`src/rtl/serial_maxmin.sv`:
```
// Bit-serial MSB-first N-channel max/min selector with stall, restart and
// winner/tie reporting. One bit per channel is consumed per accepted cycle.
module serial_maxmin #(
  parameter  int CHANNELS = 4,
  parameter  int WORD     = 8,
  localparam int IDXW     = $clog2(CHANNELS)
) (
  input  logic                clk,
  input  logic                reset,
  input  logic                in_valid,
  input  logic                start,
  input  logic                mode,
  input  logic [CHANNELS-1:0] din,
  output logic                out,
  output logic                out_valid,
  output logic                done,
  output logic [IDXW-1:0]     winner,
  output logic                tie,
  output logic                busy
);

  localparam int            CW   = $clog2(WORD);
  localparam logic [CW-1:0] LAST = CW'(WORD - 1);

  typedef enum logic {IDLE, RUN} state_t;

  state_t                state_q, state_d;
  logic [CHANNELS-1:0]   alive_q, alive_d;
  logic [CW-1:0]         cnt_q, cnt_d;
  logic                  mode_q, mode_d;
  logic                  out_q, out_d;
  logic                  out_valid_q, out_valid_d;
  logic                  done_q, done_d;
  logic [IDXW-1:0]       winner_q, winner_d;
  logic                  tie_q, tie_d;

  logic                  accept;
  logic                  eff_mode;
  logic [CHANNELS-1:0]   mask;
  logic [CHANNELS-1:0]   sel;
  logic [IDXW-1:0]       low_idx;

  always_comb begin
    state_d     = state_q;
    alive_d     = alive_q;
    cnt_d       = cnt_q;
    mode_d      = mode_q;
    out_d       = out_q;
    out_valid_d = 1'b0;
    done_d      = 1'b0;
    winner_d    = winner_q;
    tie_d       = tie_q;
    low_idx     = '0;

    accept   = in_valid && (state_q == RUN || start);
    eff_mode = start ? mode : mode_q;
    mask     = start ? {CHANNELS{1'b1}} : alive_q;
    // Channels still matching the extreme value: those carrying the preferred bit.
    sel      = eff_mode ? (mask & ~din) : (mask & din);

    if (accept) begin
      out_valid_d = 1'b1;
      if (start) begin
        mode_d = mode;
      end
      // A channel is only dropped if someone else survives, so alive never empties.
      if (sel != '0) begin
        out_d   = ~eff_mode;
        alive_d = sel;
      end else begin
        out_d   = eff_mode;
        alive_d = mask;
      end

      if (start) begin
        cnt_d   = CW'(1);
        state_d = RUN;
      end else if (cnt_q == LAST) begin
        for (int i = CHANNELS - 1; i >= 0; i--) begin
          if (alive_d[i]) low_idx = IDXW'(i);
        end
        done_d   = 1'b1;
        winner_d = low_idx;
        tie_d    = (alive_d & (alive_d - 1'b1)) != '0;
        cnt_d    = '0;
        state_d  = IDLE;
      end else begin
        cnt_d = cnt_q + 1'b1;
      end
    end
  end

  always_ff @(posedge clk or negedge reset) begin
    if (!reset) begin
      state_q     <= IDLE;
      alive_q     <= {CHANNELS{1'b1}};
      cnt_q       <= '0;
      mode_q      <= 1'b0;
      out_q       <= 1'b0;
      out_valid_q <= 1'b0;
      done_q      <= 1'b0;
      winner_q    <= '0;
      tie_q       <= 1'b0;
    end else begin
      state_q     <= state_d;
      alive_q     <= alive_d;
      cnt_q       <= cnt_d;
      mode_q      <= mode_d;
      out_q       <= out_d;
      out_valid_q <= out_valid_d;
      done_q      <= done_d;
      winner_q    <= winner_d;
      tie_q       <= tie_d;
    end
  end

  assign out       = out_q;
  assign out_valid = out_valid_q;
  assign done      = done_q;
  assign winner    = winner_q;
  assign tie       = tie_q;
  assign busy      = (state_q == RUN);

endmodule

```
`config.mk`:
```
export PLATFORM = sky130hd
export DESIGN_NAME = serial_maxmin
export DESIGN_NICKNAME = d
export VERILOG_FILES = /design/src/rtl/serial_maxmin.sv
export SDC_FILE = /design/constraint.sdc
export NUM_CORES = 1
export LEC_CHECK = 0
export CELL_PAD_IN_SITES_DETAIL_PLACEMENT = 1
export CELL_PAD_IN_SITES_GLOBAL_PLACEMENT = 2
export CORE_ASPECT_RATIO = 0.75
export CORE_MARGIN = 5
export CORE_UTILIZATION = 34
export DETAILED_ROUTE_END_ITERATION = 16
export PLACE_DENSITY = 0.83
export SETUP_SLACK_MARGIN = 0.3
export SYNTH_ARGS = -nofsm -noshare
export SYNTH_HDL_FRONTEND = slang
export SYNTH_SLANG_ARGS = --single-unit
export TNS_END_PERCENT = 5
```
`constraint.sdc`:
```
create_clock -name clk -period 2.9 [get_ports clk]
set_input_delay 0.58 -clock clk [delete_from_list [all_inputs] [get_ports clk]]
set_output_delay 0.58 -clock clk [all_outputs]
set_load 0.005 [all_outputs]
```
==> flow_metrics.env, run 1 <==
export IMPL_clk_pin_slew_ps=70
export IMPL_crit_type="input pin to flop"
export IMPL_synth_most_common_cell="dfrtp_1"
export IMPL_synth_common_cells="dfrtp_1 (11), nand2_1 (9), nor2_1 (7), xor2_1 (7)"
export IMPL_drc=0
export IMPL_status="completed"
export IMPL_vias=826
export IMPL_cp_data_required_time_ps=3060
export IMPL_finalSetupViolCount=0
export IMPL_reg2reg_depth=5
export IMPL_grt_pass1_wl_mm=4.39
export IMPL_htreeDepth=1
export IMPL_antenna_found_initial=0
export IMPL_dp_cells=148
export IMPL_ys_seq_area_frac=0.388
export IMPL_fin_cells=152
export IMPL_max_slew_margin=0.533
export IMPL_postSynthCellCount=102
export IMPL_grt_usage=0.134
export IMPL_max_cap_violations=0
export IMPL_gp_congestion=0.801
export IMPL_p_per_area_nw_per_um2=622
export IMPL_drt_iter0_markers=38
export IMPL_start_kind="input pin"
export IMPL_cts_buffer_depth=2
export IMPL_synth_edff_count=0
export IMPL_finalHoldViolations=0
export IMPL_clock_sinks=15
export IMPL_layout_drive_gt1_share=0.181
export IMPL_hold_end="winner[1]$_DFFE_PN0P_"
export IMPL_io_buffers=15
export IMPL_synth_cell_types=46
export IMPL_cp_data_arrival_time_ps=2470
export IMPL_core_um2=2680
export IMPL_hpwl_mm=1.85
export IMPL_postCtsHoldBufs=0
export IMPL_ys_flop_type="dfrtp_1"
export IMPL_setup_tns_ps=0
export IMPL_fillerInstances=310
export IMPL_ios=16
export IMPL_synth_warnings=0
export IMPL_seq_area_um2=380
export IMPL_p_leak_nw=0.485
export IMPL_multiInputGateArea_um2=539
export IMPL_fin_crit_sh=0.798
export IMPL_syn_to_final_growth_pct=21.7
export IMPL_netlist_area_leader_share=0.281
export IMPL_syn_area_um2=981
export IMPL_cts_made_buffers=3
export IMPL_die_y_um=56.5
export IMPL_min_from="winner[1]$_DFFE_PN0P_"
export IMPL_fmax_ghz=0.432
export IMPL_ys_ff_latch=15
export IMPL_grt_overflow=0
export IMPL_fin_crit_ps=2310
export IMPL_diodes=0
export IMPL_rsz0062_at_grt="no"
export IMPL_yosys_area_top_type="dfrtp_1"
export IMPL_grt_pass1_vias=917
export IMPL_wire_per_inst_um=16.3
export IMPL_hold_path_class="flop to flop"
export IMPL_synth_area_top_cells="dfrtp_1 (28%), dfstp_2 (11%), xor2_1 (6.3%), nand2_1 (3.4%), o32a_1 (3.1%)"
export IMPL_drtAntennaViolNets=0
export IMPL_utilization=0.445
export IMPL_num_rows=16
export IMPL_r2r_slack_ps=1040
export IMPL_cts_setup_buffers=0
export IMPL_worst_slew_pin_slew_ps=699
export IMPL_die_width_um=72.0
export IMPL_dr_pass1_iters=4
export IMPL_syn_mean_instance_area_um2=9.62
export IMPL_ir_drop_uv=246
export IMPL_slew_viol_final=0
export IMPL_grt_max_degree=16
export IMPL_setup_ws_ps=585
export IMPL_wl_mm=2.47
export IMPL_path_delay_family="compound AO/OA/AOI/OAI gates"
export IMPL_worst_path_max_fanout=7
export IMPL_routed_via_density=5.43
export IMPL_cts_resized_gates=0
export IMPL_crit_chain="clkdlybuf4s50_1 -> xor2_1 -> a22o_1 -> nor3_1 -> a211oi_1 -> a311oi_1"
export IMPL_finalInstanceArea_um2=1190
export IMPL_cp_num_buf_inv=1
export IMPL_clock_latency_ps=250
export IMPL_worst_clock_skew_ps=3.39
export IMPL_slowest_stage="clkdlybuf4s50_1"
export IMPL_cts_root_buf="clkbuf_8"
export IMPL_timing_rr_end="tie$_DFFE_PN0P_"
export IMPL_placed_cell_area_um2=1150
export IMPL_die_area_um2=4070
export IMPL_initial_core_util=0.366
export IMPL_synth_nets=113
export IMPL_place_ws_ps=381
export IMPL_cp_end_kind="flop"
export IMPL_r2r_start="alive_q[2]$_DFFE_PN1P_"
export IMPL_async_flop_share=1.00
export IMPL_hold_depth=2
export IMPL_cts_tree="yes"
export IMPL_nets=128
export IMPL_cpPeakStageDelay_ps=660
## layout make-up
| cell class | instances | area share |
|---|---|---|
| inverters | 5 | 0.0157 |
| multi-input cells | 75 | 0.452 |
| flip-flops and latches | 15 | 0.319 |
| well taps | 36 | 0.0377 |
| clock buffers | 4 | 0.0377 |
| repair buffers | 17 | 0.138 |
## cells by family (layout without fill, tap and decap cells)
kind of cell,after synthesis,after routing,share of synthesized area
simple gates,32,32,0.171
compound gates,31,31,0.259
flops,15,15,0.388
buf+inv,12,26,0.0625
xor+xnor,7,7,0.0625
fa+ha+maj,3,3,0.0357
mux,2,2,0.0217
## how the worst max path moves through the flow
stage,slack (ps),endpoint,depth (start not counted),start
after floorplan,1070,tie$_DFFE_PN0P_,6,mode
after global placement,360,out$_DFFE_PN0P_,7,start
after detailed placement,380,out$_DFFE_PN0P_,7,start
after CTS,580,tie$_DFFE_PN0P_,6,mode
after global routing,420,tie$_DFFE_PN0P_,6,mode
final,590,tie$_DFFE_PN0P_,6,mode
## layer usage
| layer | wire, µm | share of wire | global-route usage | vias up |
|---|---|---|---|---|
| met1 | 1180 | 0.48 | 0.179 | 398 |
| met5 | 0 | 0 | 0 | - |
| li1 | - | - | - | 401 |
| met4 | 14 | 0.0057 | 0.0214 | 0 |
| met2 | 1130 | 0.46 | 0.215 | 25 |
| met3 | 151 | 0.061 | 0.0428 | 2 |
## sequential cells by signal (all words and copies together), names as in the netlist
signal,flops
done,1
busy,1
cnt_q,3
out_valid,1
winner,2
alive_q,4
out,1
tie,1
mode_q,1
## where the power goes
part | leakage [nW] | switching (W) | total [W] | internal, W
logic | 0.283 | 0.000124 | 0.000255 | 0.000131
registers | 0.179 | 0.0000467 | 0.000312 | 0.000265
clock network | 0.0228 | 0.0000782 | 0.000176 | 0.0000974
## per-stage QoR
step,total power (W),hold slack (ps)
after floorplan,0.000470,284
after global placement,0.000563,462
after detailed placement,0.000569,476
after CTS,0.000745,489
after global routing,0.000792,525
final,0.000743,480
## layout by cell type (no fill, tap or decap), types with 2 or more instances in the layout
cell type	instances
nand2_1	9
nor2_1	7
o22ai_1	2
buf_4	2
clkdlybuf4s50_1	15
a21oi_1	3
dfstp_2	4
nor3_1	2
dfrtp_1	11
o32a_1	3
o31ai_1	3
a22o_2	2
nand3_1	3
inv_1	4
xor2_1	7
clkbuf_8	3
o21ai_1	3
nor2b_1	2
a22oi_2	2
ha_1	2
o21a_1	2
## worst min-delay path: stages (launching register included)
cell,delay [ps]
dfrtp_1,340
nand2_1,50
o31ai_1,50
Note: power is estimated with default switching activity, not from simulation.
==> inputs of run 2 (changes only) <==
- CORE_UTILIZATION: 34 -> 32
- PLACE_DENSITY: 0.83 -> 0.79
- clock period: 2.9 -> 2.25 ns (I/O delays scaled with it)
==> flow_metrics.env, run 2 (synthesized netlist as in run 1, its figures left out) <==
export IMPL_status="completed"
export IMPL_ios=16
export IMPL_drtAntennaViolNets=0
export IMPL_p_per_area_nw_per_um2=784
export IMPL_grt_overflow=0
export IMPL_slew_viol_final=0
export IMPL_largest_reg_flops=4
export IMPL_worst_clock_skew_ps=6.25
export IMPL_antenna_found_initial=0
export IMPL_worst_path_max_fanout=6
export IMPL_cp_end_kind="flop"
export IMPL_core_um2=2940
export IMPL_cts_made_buffers=3
export IMPL_cp_data_required_time_ps=2430
export IMPL_die_width_um=73.9
export IMPL_crit_chain="or3b_1 -> a32o_2 -> nand2_1 -> nor2_1 -> o32a_1"
export IMPL_postCtsHoldBufs=0
export IMPL_p_leak_nw=0.521
export IMPL_worst_slew_pin_slew_ps=684
export IMPL_gp_congestion=0.753
export IMPL_finalSetupViolCount=0
export IMPL_most_common_layout_cells="clkdlybuf4s50_1 (13), dfrtp_1 (11), nand2_1 (9)"
export IMPL_grt_usage=0.130
export IMPL_clock_sinks=15
export IMPL_cts_tree="yes"
export IMPL_final_common_cell="clkdlybuf4s50_1"
export IMPL_layout_drive_gt1_share=0.236
export IMPL_hpwl_mm=1.91
export IMPL_clock_latency_ps=250
export IMPL_max_slew_margin=0.543
export IMPL_finalHoldViolations=0
export IMPL_drt_iter0_markers=21
export IMPL_die_y_um=58.0
export IMPL_start_kind="flop"
export IMPL_slowest_stage="dfstp_2"
export IMPL_hold_path_class="flop to flop"
export IMPL_max_cap_violations=0
export IMPL_drc=0
export IMPL_grt_pass1_vias=851
export IMPL_rsz0062_at_grt="no"
export IMPL_htreeDepth=1
export IMPL_initial_core_util=0.334
export IMPL_wl_mm=2.49
export IMPL_die_area_um2=4280
export IMPL_routed_via_density=5.23
export IMPL_fmax_ghz=0.550
export IMPL_cts_root_buf="clkbuf_8"
export IMPL_setup_tns_ps=0
export IMPL_dr_pass1_iters=2
export IMPL_fin_cells=161
export IMPL_vias=842
export IMPL_dp_cells=155
export IMPL_cp_data_arrival_time_ps=2000
export IMPL_fin_crit_ps=1820
export IMPL_regMostFlops="alive_q"
export IMPL_diodes=0
export IMPL_cpPeakStageDelay_ps=560
export IMPL_nets=135
export IMPL_grt_max_degree=19
export IMPL_io_buffers=15
export IMPL_clk_pin_slew_ps=60
export IMPL_cts_buffer_depth=2
export IMPL_syn_to_final_growth_pct=28.2
export IMPL_whs_ps=478
export IMPL_wire_per_inst_um=15.5
export IMPL_crit_type="flop to flop"
export IMPL_grt_pass1_wl_mm=4.31
export IMPL_fin_crit_sh=0.809
export IMPL_ir_drop_uv=338
export IMPL_num_rows=17
run 2: path summary, 6_finish.rpt:
kind	from	end	slack, ps	depth (start not counted)
max reg2reg	alive_q[2]$_DFFE_PN1P_	alive_q[0]$_DFFE_PN1P_	430	5
min	winner[0]$_DFFE_PN0P_	winner[0]$_DFFE_PN0P_	480	2
max	alive_q[2]$_DFFE_PN1P_	alive_q[0]$_DFFE_PN1P_	430	5
min in group asynchronous	reset	winner[0]$_DFFE_PN0P_	610	1
max in group asynchronous	reset	out_valid$_DFF_PN0_	1200	1
min reg2reg	winner[0]$_DFFE_PN0P_	winner[0]$_DFFE_PN0P_	480	2
run 2: worst max-delay path, delay by kind of cell, from the launching register on:
family | cells | cell delay, ps
AO/OA/AOI/OAI | 2 | 650
flip-flops | 1 | 560
AND/OR/NAND/NOR | 3 | 530
run 2: final cells by class:
| class | count | area (µm²) |
|---|---|---|
| timing repair buffer | 24 | 219 |
| inverter | 5 | 18.8 |
| fill | 341 | 1680 |
| multi-input combinational | 75 | 547 |
| clock buffer | 4 | 45.0 |
| sequential | 15 | 380 |
| tap | 38 | 47.5 |
run 2: where the power goes:
| group | switching (W) | internal [W] |
|---|---|---|
| Clock | 0.0000992 | 0.000126 |
| Sequential | 0.0000573 | 0.000342 |
| Combinational | 0.000169 | 0.000193 |
| Total | 0.000325 | 0.000660 |
run 2: what timing repair did:
item,CTS,global route
setup endpoints to repair,5,2
buffers inserted,0,2
resized for setup,4,0
cloned,0,0
pin swaps,0,2
run 2: per-layer routing:
metal | up-vias | GRT usage | part of all wire
met5 | - | 0 | 0
met4 | 0 | 0.0155 | 0.0056
met3 | 2 | 0.0381 | 0.044
met2 | 13 | 0.196 | 0.44
met1 | 412 | 0.187 | 0.51
li1 | 415 | - | -
run 2: per-stage QoR:
step                 util  instance area [µm²]  power, W  setup WS [ps]
floorplan               -                  981  0.000606            514
global route        0.428                 1260   0.00105            318
finish              0.428                 1260  0.000986            431
detailed placement  0.405                 1190  0.000748           -102
global placement    0.405                 1190  0.000736          -12.0
CTS                 0.423                 1240  0.000982            334
==> inputs of run 3 (changes only) <==
- CORE_UTILIZATION: 32 -> 29
- PLACE_DENSITY: 0.79 -> 0.76
- clock period: 2.25 -> 1.6 ns (I/O delays scaled with it)
==> flow_metrics.env, run 3 (synthesized netlist as in run 1, its figures left out) <==
export IMPL_status="finished with violations"
export IMPL_violations="setup timing"
export IMPL_crit_type="flop to flop"
export IMPL_drtAntennaViolNets=0
export IMPL_cp_data_arrival_time_ps=1920
export IMPL_grt_overflow=0
export IMPL_io_buffers=15
export IMPL_die_area_um2=4660
export IMPL_diodes=0
export IMPL_die_width_um=77.2
export IMPL_grt_pass1_vias=949
export IMPL_place_ws_ps=-600
export IMPL_cts_root_buf="clkbuf_8"
export IMPL_clock_latency_ps=250
export IMPL_finalHoldViolations=0
export IMPL_drc=0
export IMPL_worst_path_max_fanout=6
export IMPL_setup_ws_ps=-165
export IMPL_htreeDepth=1
export IMPL_grt_max_degree=16
export IMPL_hold_path_class="input pin to async pin"
export IMPL_p_per_area_nw_per_um2=1060
export IMPL_hpwl_mm=2.15
export IMPL_drt_iter0_markers=51
export IMPL_wire_per_inst_um=16.4
export IMPL_cp_end_kind="flop"
export IMPL_num_rows=18
export IMPL_antenna_found_initial=0
export IMPL_initial_core_util=0.300
export IMPL_nets=142
export IMPL_final_common_cell="buf_4"
export IMPL_ir_drop_uv=367
export IMPL_rsz0062_at_grt="yes"
export IMPL_worst_slew_pin_slew_ps=341
export IMPL_cp_data_required_time_ps=1750
export IMPL_layout_drive_gt1_share=0.338
export IMPL_fin_crit_ps=1760
export IMPL_wl_mm=2.78
export IMPL_ios=16
export IMPL_fin_crit_sh=1.10
export IMPL_p_leak_nw=0.577
export IMPL_max_slew_margin=0.773
export IMPL_multiInputGateArea_um2=571
export IMPL_slew_viol_final=0
export IMPL_grt_usage=0.124
export IMPL_cts_made_buffers=3
export IMPL_start_kind="flop"
export IMPL_grt_pass1_wl_mm=4.60
export IMPL_whs_ps=390
export IMPL_finalSetupViolCount=6
export IMPL_dp_cells=166
export IMPL_largest_reg_flops=4
export IMPL_fmax_ghz=0.567
export IMPL_vias=879
export IMPL_cts_tree="yes"
export IMPL_cts_setup_buffers=0
export IMPL_r2r_start="alive_q[2]$_DFFE_PN1P_"
export IMPL_syn_to_final_growth_pct=35.1
export IMPL_clk_pin_slew_ps=60
export IMPL_core_um2=3270
export IMPL_clock_sinks=15
export IMPL_fillerInstances=380
export IMPL_dr_pass1_iters=4
export IMPL_worst_clock_skew_ps=2.70
export IMPL_max_cap_violations=0
export IMPL_fin_cells=170
export IMPL_most_common_layout_cells="buf_4 (15), dfrtp_1 (10), nand2_1 (9)"
export IMPL_cts_buffer_depth=2
export IMPL_seq_area_um2=382
export IMPL_reg2reg_depth=5
export IMPL_routed_via_density=5.17
export IMPL_die_y_um=60.4
export IMPL_r2r_slack_ps=-160
export IMPL_gp_congestion=0.769
export IMPL_regMostFlops="alive_q"
export IMPL_timing_rr_end="tie$_DFFE_PN0P_"
-- run 3: critical path, stage by stage (launching register included) --
cell and delay [ps]:
dfstp_2 550, or3b_4 390, a32o_2 320, o211ai_2 170, a211oi_2 50, a311oi_1 200
-- run 3: repair_timing --
| action | 4_1_cts | 5_1_grt |
|---|---|---|
| resized for setup | 17 | 5 |
| hold buffers | 0 | 0 |
| pin swaps | 3 | 2 |
| setup endpoints to repair | 19 | 14 |
-- run 3: layer usage --
layer  global-route usage  part of all wire  up-vias
li1                     -                 -      431
met1                0.160              0.47      429
met3               0.0401             0.048        2
met2                0.212              0.48       17
met4               0.0147            0.0036        0
met5                    0                 0        -
-- run 3: cell type report --
cell class	instances	area share
multi-input cells	75	0.431
well taps	40	0.0378
repair buffers	31	0.195
inverters	5	0.0142
flip-flops and latches	15	0.288
clock buffers	4	0.0340
-- run 3: power by group --
group	leakage (nW)	switching, W	internal, W	total (W)
clock network	0.0228	0.000132	0.000176	0.000309
registers	0.179	0.0000638	0.000480	0.000544
logic	0.376	0.000277	0.000273	0.000550
-- run 3: worst max-delay path by stage --
| stage | from | endpoint | slack (ps) | depth (start not counted) |
|---|---|---|---|---|
| 4_1_cts | alive_q[2]$_DFFE_PN1P_ | tie$_DFFE_PN0P_ | -180 | 5 |
| 2_1_floorplan | alive_q[2]$_DFFE_PN1P_ | alive_q[0]$_DFFE_PN1P_ | -70 | 5 |
| 3_3_place_gp | start | tie$_DFFE_PN0P_ | -460 | 6 |
| 6_report | alive_q[2]$_DFFE_PN1P_ | tie$_DFFE_PN0P_ | -160 | 5 |
| 5_1_grt | alive_q[2]$_DFFE_PN1P_ | tie$_DFFE_PN0P_ | -260 | 5 |
| 3_5_place_dp | start | tie$_DFFE_PN0P_ | -600 | 7 |
-- run 3: per-stage QoR --
step / total power (W) / utilization / instance area (µm²) / TNS (ps)
after global routing: 0.00150 / 0.406 / 1330 / -1220
final: 0.00140 / 0.406 / 1330 / -664
after floorplan: 0.000853 / - / 981 / -186
after global placement: 0.00109 / 0.385 / 1260 / -3370
after detailed placement: 0.00111 / 0.385 / 1260 / -4200
after CTS: 0.00142 / 0.403 / 1320 / -694
